`config.mk`:
```
export PLATFORM = sky130hd
export DESIGN_NAME = div_unit_m1
export DESIGN_NICKNAME = d
export VERILOG_FILES = /design/src/rtl/div_unit_m1_pkg.sv /design/src/rtl/div_step_m1.sv /design/src/rtl/div_unit_m1.sv
export SDC_FILE = /design/constraint.sdc
export NUM_CORES = 1
export LEC_CHECK = 0
export CAP_MARGIN = 10
export CORE_UTILIZATION = 58
export CTS_CLUSTER_DIAMETER = 100
export DETAILED_ROUTE_END_ITERATION = 10
export PLACE_DENSITY = 0.81
export SLEW_MARGIN = 0
export SYNTH_ARGS = -nofsm -noshare
export SYNTH_HDL_FRONTEND = slang
export SYNTH_HIERARCHICAL = 1
export SYNTH_SLANG_ARGS = --single-unit
```
`constraint.sdc`:
```
create_clock -name clk -period 3.3 [get_ports clk]
set_input_delay 0.33 -clock clk [delete_from_list [all_inputs] [get_ports clk]]
set_output_delay 0.33 -clock clk [all_outputs]
set_load 0.01 [all_outputs]
```
`src/rtl/div_unit_m1_pkg.sv`:
```
// Shared types for the iterative divider: issue request struct, op and FSM encodings.
package div_unit_m1_pkg;

    localparam int DIV_W     = 16;
    localparam int DIV_STEPS = 16;

    typedef enum logic [1:0] {
        DIV  = 2'b00,
        DIVU = 2'b01,
        REM  = 2'b10,
        REMU = 2'b11
    } div_op_e;

    typedef enum logic [1:0] {
        IDLE  = 2'b00,
        CALC  = 2'b01,
        FIXUP = 2'b10,
        DONE  = 2'b11
    } div_state_e;

    typedef struct packed {
        logic             call;
        logic [1:0]       op;
        logic [3:0]       dest_addr;
        logic [DIV_W-1:0] data1;
        logic [DIV_W-1:0] data2;
    } seq_if_t;

    function automatic logic [DIV_W-1:0] neg_w(input logic [DIV_W-1:0] v);
        return ~v + {{(DIV_W-1){1'b0}}, 1'b1};
    endfunction

endpackage

```
`src/rtl/div_step_m1.sv`:
```
// One restoring division iteration: shift {rem, quo} left, trial-subtract the divisor.
module div_step_m1
    import div_unit_m1_pkg::*;
#(
    parameter int DATA_W = DIV_W
) (
    input  logic [2*DATA_W-1:0] rq_in,
    input  logic [DATA_W-1:0]   dvs,
    output logic [2*DATA_W-1:0] rq_out
);

    logic [DATA_W:0]   shifted;
    logic [DATA_W+1:0] diff;

    // Shifted partial remainder is one bit wider than the divisor so the trial never wraps.
    assign shifted = rq_in[2*DATA_W-1:DATA_W-1];
    assign diff    = {1'b0, shifted} - {2'b00, dvs};

    always_comb begin
        rq_out = {shifted[DATA_W-1:0], rq_in[DATA_W-2:0], 1'b0};
        if (!diff[DATA_W+1]) begin
            rq_out = {diff[DATA_W-1:0], rq_in[DATA_W-2:0], 1'b1};
        end
    end

endmodule

```
`src/rtl/div_unit_m1.sv`:
```
// Iterative radix-2 restoring divider on the DIV issue port, results returned via req/ack.
module div_unit_m1
    import div_unit_m1_pkg::*;
#(
    parameter int DATA_W    = 16,
    parameter bit EARLY_OUT = 1'b1
) (
    input  logic              clk,
    input  logic              rst,
    input  seq_if_t           div_in,
    output logic              div_busy,
    output logic              wb_req,
    output logic [3:0]        wb_addr,
    output logic [DATA_W-1:0] wb_data,
    input  logic              wb_ack
);

    div_state_e        state, state_next;
    logic [DATA_W-1:0] rem_q, quo_q, dvs_q;
    logic [3:0]        cnt_q;
    logic [3:0]        dest_q;
    logic              rem_sel_q, q_neg_q, r_neg_q, dvs_zero_q;

    div_op_e           in_op;
    logic              in_signed, in_zero, in_ovf, in_special, accept;
    logic [DATA_W-1:0] a_mag, b_mag, early_data, quo_res, rem_res;
    logic [2*DATA_W-1:0] rq_next;

    assign in_op      = div_op_e'(div_in.op);
    assign in_signed  = (in_op == DIV) || (in_op == REM);
    assign in_zero    = (div_in.data2 == '0);
    assign in_ovf     = in_signed && (div_in.data1 == 16'h8000) && (div_in.data2 == 16'hFFFF);
    assign in_special = in_zero || in_ovf;
    assign accept     = (state == IDLE) && div_in.call;
    assign a_mag      = (in_signed && div_in.data1[DATA_W-1]) ? neg_w(div_in.data1) : div_in.data1;
    assign b_mag      = (in_signed && div_in.data2[DATA_W-1]) ? neg_w(div_in.data2) : div_in.data2;

    always_comb begin
        early_data = in_zero ? 16'hFFFF : 16'h8000;
        if (in_op == REM || in_op == REMU) begin
            early_data = in_zero ? div_in.data1 : '0;
        end
    end

    // Divide-by-zero forces all-ones quotient regardless of operand signs.
    assign quo_res = dvs_zero_q ? 16'hFFFF : (q_neg_q ? neg_w(quo_q) : quo_q);
    assign rem_res = r_neg_q ? neg_w(rem_q) : rem_q;

    div_step_m1 #(.DATA_W(DATA_W)) u_step (
        .rq_in  ({rem_q, quo_q}),
        .dvs    (dvs_q),
        .rq_out (rq_next)
    );

    always_ff @(posedge clk) begin
        if (rst) state <= IDLE;
        else     state <= state_next;
    end

    always_comb begin
        state_next = state;
        case (state)
            IDLE:    if (div_in.call) state_next = (EARLY_OUT && in_special) ? DONE : CALC;
            CALC:    if (cnt_q == 4'd0) state_next = FIXUP;
            FIXUP:   state_next = DONE;
            DONE:    if (wb_ack) state_next = IDLE;
            default: state_next = IDLE;
        endcase
    end

    always_comb begin
        div_busy = (state != IDLE);
        wb_req   = (state == DONE);
    end

    always_ff @(posedge clk) begin
        if (rst) begin
            rem_q      <= '0;
            quo_q      <= '0;
            dvs_q      <= '0;
            cnt_q      <= '0;
            dest_q     <= '0;
            rem_sel_q  <= 1'b0;
            q_neg_q    <= 1'b0;
            r_neg_q    <= 1'b0;
            dvs_zero_q <= 1'b0;
            wb_addr    <= '0;
            wb_data    <= '0;
        end else begin
            case (state)
                IDLE: if (accept) begin
                    rem_q      <= '0;
                    quo_q      <= a_mag;
                    dvs_q      <= b_mag;
                    cnt_q      <= 4'(DIV_STEPS - 1);
                    dest_q     <= div_in.dest_addr;
                    rem_sel_q  <= div_in.op[1];
                    q_neg_q    <= in_signed && (div_in.data1[DATA_W-1] ^ div_in.data2[DATA_W-1]);
                    r_neg_q    <= in_signed && div_in.data1[DATA_W-1];
                    dvs_zero_q <= in_zero;
                    if (EARLY_OUT && in_special) begin
                        wb_data <= early_data;
                        wb_addr <= div_in.dest_addr;
                    end
                end
                CALC: begin
                    {rem_q, quo_q} <= rq_next;
                    cnt_q          <= cnt_q - 4'd1;
                end
                FIXUP: begin
                    wb_data <= rem_sel_q ? rem_res : quo_res;
                    wb_addr <= dest_q;
                end
                default: ;
            endcase
        end
    end

    a_no_call_busy : assert property (@(posedge clk) disable iff (rst)
        !(div_in.call && state != IDLE))
        else $error("div_unit_m1: DIV call issued while unit busy");

endmodule

```
==> results.txt, run 1 <==
- Result of the run: finished clean
- Final critical-path setup slack: 0.513 ns
- The worst hold path belongs to the class input pin to flip-flop.
* Number of different library cells in the post-synthesis netlist: 71
- H-tree depth reported by CTS: 3
- Largest vdd supply drop: 551 µV
- Worst slew margin relative to its limit: 43.0%
- In the final routed layout, each cell accounts on average for 18.1 µm.
- Slack of the worst reg-to-reg path: 0.51 ns
- Cell chain of the critical path: inv_1 -> ha_1 -> inv_1 -> fa_1 -> a211oi_1 -> o211ai_1 -> a31o_2 -> a21oi_1 -> xnor2_1 -> mux2_4 -> a22oi_1 -> nor2_1
- The number of global-route vias before repair was 5,843.
* CP Data Arrival Time: 3.02 ns
* ANT cells: 0
* Count of antenna-violating nets left after detailed routing: 0
* Most frequent cell on the critical path: inv_1
- After routing the design area is 6990 µm².
- The final number of hold-violating endpoints is 0.
- Resize count post-CTS: 0
* Biggest fanout along the worst timing path: 3
* GRT Resource Usage Total: 33.3%
* Slowest cell on the critical path: fa_1
- The final layout contains 908 nets.
* Proportion of register bits with asynchronous set or reset after synthesis: 0%
- Wire length of the first global-routing pass: 29.4 mm
- Setup CP Type: flip-flop to flip-flop
- At the worst endpoint, the required time is 3.53 ns.
- Final setup viols: 0
- Final Util: 67.7%
* Num Clock Sinks: 82
- For this design the static power due to leakage is 2.54 nW.
* Number of vias in the routed layout: 6,329
* Final clock skew: 0.00683 ns
- Initial antenna violation count: 0
* Max frequency: 0.359 GHz
* Wirelength, routed: 17.7 mm
- The region available for standard cell placement spans 10,300 µm².
- Post-CTS clock slew at the launch and capture registers of the worst setup and hold paths: 0.09 ns
- Summed negative setup slack over all endpoints: 0 ns
- Maximum number of pins on one net before global-route repair: 72
* Clock tree from TritonCTS: done
- Number of maximum-capacitance constraint violations: 0
* Post-Synthesis Net Count: 878
- In this design, the stage delay of the slowest critical-path cell is 0.42 ns.
- Flip-flop and latch count after synthesis: 82
- The most used flip-flop cell after synthesis is dfxtp_1.
- Number of max-slew violations in the final report: 0
- The die is 105 µm tall.
* Routability congestion estimate: 0.955
* Fin crit period: 2.79 ns
- Summed over all nets, the half-perimeter wirelength after detailed placement is 13.4 mm.
- Cell area after placement: 6780 µm²
- Non-filler instance count after layout: 979
* Actual slew at the worst max-slew pin: 0.855 ns
- Power comes to 5.11 mW.
- Setup repair after global routing left no endpoint under its margin.
- The synthesized design contains 0 enable-type register cells.
- The first TritonRoute pass finished after 5 iterations.
- Number of buffers inserted during clock tree synthesis: 9
- Synth-to-layout area growth: 13.4%
- After clock tree synthesis, the flow added hold-fix buffers numbering 0.
- The floorplan step defined a die boundary enclosing 11,000 µm².
- Once the floorplan was initialized, standard cells occupied 59.7% of the core.
* Vias/cell: 6.46
- The longest clock path from root to sink contains 2 buffers.
* I/O Buffers: 63
- The tree is rooted in a clkbuf_8.
- Hold timing on the final database bottoms out at a slack of 0.258 ns.
- Synthesis handed over a netlist of 809 instances.
- After detailed routing, the number of remaining DRC violations is 0.
* Number of buffers added for setup after CTS: 0
- Top area cells in the synthesized netlist: dfxtp_1 27%, xnor2_1 6.1%, nor2_1 5.4%, ha_1 5.3%, o21ai_0 4.3%
- Placement Rows: 37
* Placed instance count: 964
* Horizontal die dimension: 105 µm
- Clock latency on the worst-skew pair, taken at its later pin, is 0.36 ns.
- Pre-CTS setup slack: 0.349 ns
- Average size of a mapped cell: 7.62 µm²
- Total power per unit cell area: 731 nW/µm²
- Startpoint class of the critical path: flip-flop
- Fraction of layout cells with a size suffix above 1: 7.71%
- Of all cell types, the one taking the most synthesized area is dfxtp_1.
* Number of top-level design ports: 64
- Most used cells in the layout excluding fill and tap cells: 89 x nor2_1, 82 x dfxtp_1, 63 x nand2_1
* Iteration-0 DRC Markers: 599
- Overflow left after global routing: 0
- Category of the worst setup path capture point: flip-flop
- The share of the Yosys chip area taken by registers is 26.6%.
* Summed instance area of the synthesized netlist: 6170 µm²
- Period utilization: 84.5%
* Post-synth top area share: 26.6%
- During synthesis, Yosys emitted a total of 6 warnings.
* Most common library cell in the layout ignoring fill and taps: nor2_1
worst max-delay path: cells and delay by family, from the launching register on:
kind                     cells  cell delay [ns]
flip-flops                   1             0.34
adder cells (fa/ha/maj)      2             0.57
AND/OR/NAND/NOR              1             0.05
AO/OA/AOI/OAI                5             1.22
buffers and inverters        2             0.13
multiplexers                 1             0.26
XOR/XNOR                     1             0.09
cell families (layout without fill, tap and decap cells):
group	count (synthesis)	after routing	synth area share, %
AOI/OAI and AO/OA	254	254	28.0
xor gates and xnor gates	53	53	7.53
adders and majority gates	27	27	5.60
buffers and inverters	118	152	8.95
DFF	82	82	26.6
muxes	19	19	3.47
and+or+nand+nor	256	256	19.8
routing by layer:
| layer | vias to the layer above | share of wire, % | GRT usage [%] |
|---|---|---|---|
| met2 | 326 | 43 | 50.1 |
| met3 | 48 | 8.9 | 7.11 |
| met5 | - | 0 | 0 |
| li1 | 2996 | - | - |
| met4 | 0 | 3.0 | 12.5 |
| met1 | 2959 | 45 | 46.5 |
worst paths after layout:
kind                                              from                     end  cells past startpoint
worst max-delay path            quo_q[15]$_SDFFE_PP0P_  rem_q[10]$_SDFFE_PP0P_                     12
worst min-delay path                               rst   state[1]$_SDFFE_PP0P_                      2
worst min register to register   dvs_q[0]$_SDFFE_PP0P_   dvs_q[0]$_SDFFE_PP0P_                      2
worst max register to register  quo_q[15]$_SDFFE_PP0P_  rem_q[10]$_SDFFE_PP0P_                     12
sequential cells by signal (all words and copies together) (netlist names):
signal and cells:
cnt_q 4, rem_sel_q 1, wb_data 16, dvs_zero_q 1, wb_addr 4, quo_q 16
r_neg_q 1, dest_q 4, state 2, dvs_q 16, q_neg_q 1, rem_q 16
synthesized netlist by cell type (11+ instances only):
master	number
a211oi_1	23
a21oi_1	52
a22oi_1	19
a311oi_1	16
a31oi_1	15
buf_4	17
clkbuf_1	33
dfxtp_1	82
ha_1	26
inv_1	50
nand2_1	63
nor2_1	89
nor3_1	25
o211ai_1	11
o21ai_0	53
o31ai_1	12
xnor2_1	43
layout make-up:
class	count	area, µm²
multi-input cells	609	3980
fillers	894	3330
flip-flops and latches	82	1640
repair buffers	85	791
inverters	52	195
well taps	136	170
clock buffers	9	124
clock inverters	6	90.1
report_power, final:
part / total (mW) / internal [mW] / leakage, nW / switching [mW]
Clock: 0.834 / 0.427 / 0.106 / 0.407
Combinational: 2.79 / 1.17 / 1.76 / 1.62
Sequential: 1.49 / 1.22 / 0.670 / 0.272
Total: 5.11 / 2.81 / 2.54 / 2.30
No activity file was read; power rests on OpenSTA's default activity.
==> inputs of run 2 (changes only) <==
--- a/config.mk
+++ b/config.mk
@@ -6,10 +6,10 @@
 export NUM_CORES = 1
 export LEC_CHECK = 0
 export CAP_MARGIN = 10
-export CORE_UTILIZATION = 58
+export CORE_UTILIZATION = 53
 export CTS_CLUSTER_DIAMETER = 100
 export DETAILED_ROUTE_END_ITERATION = 10
-export PLACE_DENSITY = 0.81
+export PLACE_DENSITY = 0.78
 export SLEW_MARGIN = 0
 export SYNTH_ARGS = -nofsm -noshare
 export SYNTH_HDL_FRONTEND = slang
==> constraint.sdc (replaced) <==
create_clock -name clk -period 2.3 [get_ports clk]
set_input_delay 0.23 -clock clk [delete_from_list [all_inputs] [get_ports clk]]
set_output_delay 0.23 -clock clk [all_outputs]
set_load 0.01 [all_outputs]
==> results.txt, run 2 (same netlist as run 1, synthesis figures left out) <==
* Violated checks: negative setup slack
- Wire length of the first global-routing pass: 31.9 mm
- After clock tree synthesis, the clock-pin slew on the worst setup and hold paths is 0.07 ns.
- Slowest cell delay on critical path: 0.33 ns
- R2R Path Start: quo_q[15]$_SDFFE_PP0P_
- Reg2reg path depth: 12
- The worst setup path is captured at a flip-flop.
- The critical path goes through inv_2 -> ha_4 -> buf_4 -> nand2b_4 -> a21oi_4 -> a31oi_4 -> o2111a_2 -> or2_4 -> buf_6 -> mux2_4 -> a22oi_2 -> nor2_1.
- Vias/cell: 6.41
- Leaving out fill and tap cells, the most frequent cell in the layout is buf_4.
- Clk network pwr share: 16.5%
- At the pin with the least slew margin, the transition time is 0.957 ns.
* Most used cells in the layout excluding fill and tap cells: 143 x buf_4, 89 x nor2_1, 67 x dfxtp_1
- Horizontal die dimension: 110 µm
* Critical path depth in cells: 12
* Number of buffers inserted during clock tree synthesis: 9
- Slowest cell on the critical path: dfxtp_2
* Worst slew margin relative to its limit: 36.1%
- Largest vdd supply drop: 745 µV
- Dividing total power by cell area gives a power density of 1070 nW/µm².
- TritonCTS built the clock tree.
- For this design the top-level I/O count stands at 64.
- Placed wire-length estimate: 15.0 mm
- The die covers 12,100 µm².
- CP Data Arrival Time: 2.69 ns
- Adding up every negative setup slack in the final design gives -1.80 ns.
- The critical path is of the flip-flop to flip-flop type.
* Insertion delay of the later-clocked pin in the worst-skew pair: 0.34 ns
* Final setup viols: 18
* Buffering stage count on the worst path with inverters included: 3
* Type of the worst min-delay path: input pin to flip-flop
- The internal portion of the total power is 5.30 mW.
* Unrepaired setup endpoints after global routing: yes
- Top cell family by delay on the critical path: compound AO/OA/AOI/OAI gates
* # DRC: 0
* Number of maximum-capacitance constraint violations: 0
* Count of antenna-violating nets left after detailed routing: 0
* Termination of the worst setup path: rem_q[9]$_SDFFE_PP0P_
* Placement Rows: 39
- Number of failing hold endpoints at the final stage: 0
- Via count of the first global-routing pass: 6,501
- Final hold analysis gives a worst-case slack of 0.334 ns.
* Maximum number of pins on one net before global-route repair: 49
- Setup slack on the worst reg-to-reg path comes out at -0.16 ns.
- Result of the run: finished with violations
- From bottom edge to top edge, the die measures 110 µm.
* Required @ worst endpoint: 2.53 ns
* Period utilization: 107%
- GRT Resource Usage Total: 34.2%
* Routability congestion estimate: 0.938
* Sequential fraction of design power: 22.7%
* Met3 track demand over resource: 6.34%
- In the global route stage, met2 resource usage came out at 55.1%.
- After global routing the overflow that remains totals 0.
- Biggest fanout along the worst timing path: 6
- The pre-antenna-repair detailed-routing pass consisted of 6 iterations.
- For this design the static power due to leakage is 3.36 nW.
- The worst hold path begins at div_in[0].
* Switching share of power: 42.7%
- Fin crit period: 2.46 ns
- Iteration-0 DRC Markers: 791
* Max frequency: 0.407 GHz
* Number of max-slew violations in the final report: 0
- Num Clock Sinks: 82
- The number of antenna violations at the first check in global routing came to 0.
* I/O Buffers: 63
- Area taken by flip-flops and latches: 1660 µm²
* Area of the multi-input gates: 4420 µm²
- Most congested layer reported by global routing: met2
* Initial core utilization: 54.2%
- Number of vias in the routed layout: 7,184
* Maximum clock path buffer count: 2
- ANT cells: 0
- Floorplan Core Area: 11,400 µm²
- The area growth from synthesis to layout is 40.9%.
- Capture point of the worst reg-to-reg path: rem_q[9]$_SDFFE_PP0P_
- In this run the worst setup path begins at quo_q[15]$_SDFFE_PP0P_.
- Clock skew on the completed layout was measured at 0.00792 ns.
- H-tree depth reported by CTS: 3
- For this block, the routed nets add up to 21.3 mm of wire.
* # nets final: 1,042
* Switching component of the power: 3.96 mW
* Hold-fix buffer count after cts: 0
- For met1 alone, demand over resource in global routing was 44.5%.
- DR WL/cell: 19.0 µm
- Number of filler instances in the final layout: 756
* Combinational cell fraction of total power: 60.8%
* Fraction of layout cells with a size suffix above 1: 28.4%
- Final critical-path setup slack: -0.158 ns
- The worst setup path is launched from a flip-flop.
- Clk Tree Root Cell: clkbuf_16
-- run 2: power groups by stage --
stage	combinational (mW)	clock, mW	sequential (mW)
after global routing	6.02	1.61	2.14
after detailed placement	4.70	0	2.09
after CTS	5.09	1.53	2.08
after global placement	4.57	0	2.08
after floorplan	3.16	0	2.03
final	5.63	1.53	2.10
-- run 2: how the worst min path moves through the flow --
stage	end	slack (ns)	depth (start not counted)
after floorplan	dest_q[0]$_SDFFE_PP0P_	0.37	2
after global placement	dest_q[1]$_SDFFE_PP0P_	0.44	2
after detailed placement	dest_q[3]$_SDFFE_PP0P_	0.45	2
after CTS	quo_q[1]$_SDFFE_PP0P_	0.41	2
after global routing	dvs_q[0]$_SDFFE_PP0P_	0.34	4
final	dvs_q[0]$_SDFFE_PP0P_	0.33	4
-- run 2: worst min-delay path: stages --
cell            delay [ns]
dlymetal6s2s_1        0.15
buf_4                 0.14
nand2_1               0.05
a21oi_1               0.05
-- run 2: metal layers --
metal | vias up | share of wire, %
li1 | 3278 | -
met1 | 3341 | 40
met2 | 463 | 45
met3 | 102 | 10
met4 | 0 | 4.1
met5 | - | 0
-- run 2: area by class of cell --
cell class | instances | share of cell area (%)
clock buffers | 11 | 2.91
clock inverters | 5 | 0.691
inverters | 52 | 2.25
multi-input cells | 609 | 50.8
flip-flops and latches | 82 | 19.1
well taps | 143 | 2.06
repair buffers | 219 | 22.1
-- run 2: stage by stage --
step	util [%]	std cells	area, µm²	setup WS (ns)	power (mW)
after CTS	73.6	1111	8360	-0.102	8.70
after floorplan	-	809	6290	-0.126	5.19
after detailed placement	68.6	1086	7800	-0.468	6.79
after global routing	76.4	1121	8690	-0.277	9.76
after global placement	68.6	1086	7800	-0.384	6.64
final	76.4	1121	8690	-0.158	9.26
-- run 2: what timing repair did --
| action | CTS | global route |
|---|---|---|
| setup buffers | 8 | 8 |
| pin swaps | 26 | 25 |
| resized for setup | 54 | 44 |
| endpoints found under the hold margin | 0 | 0 |
| cloned | 1 | 2 |
| endpoints found under the setup margin | 38 | 38 |
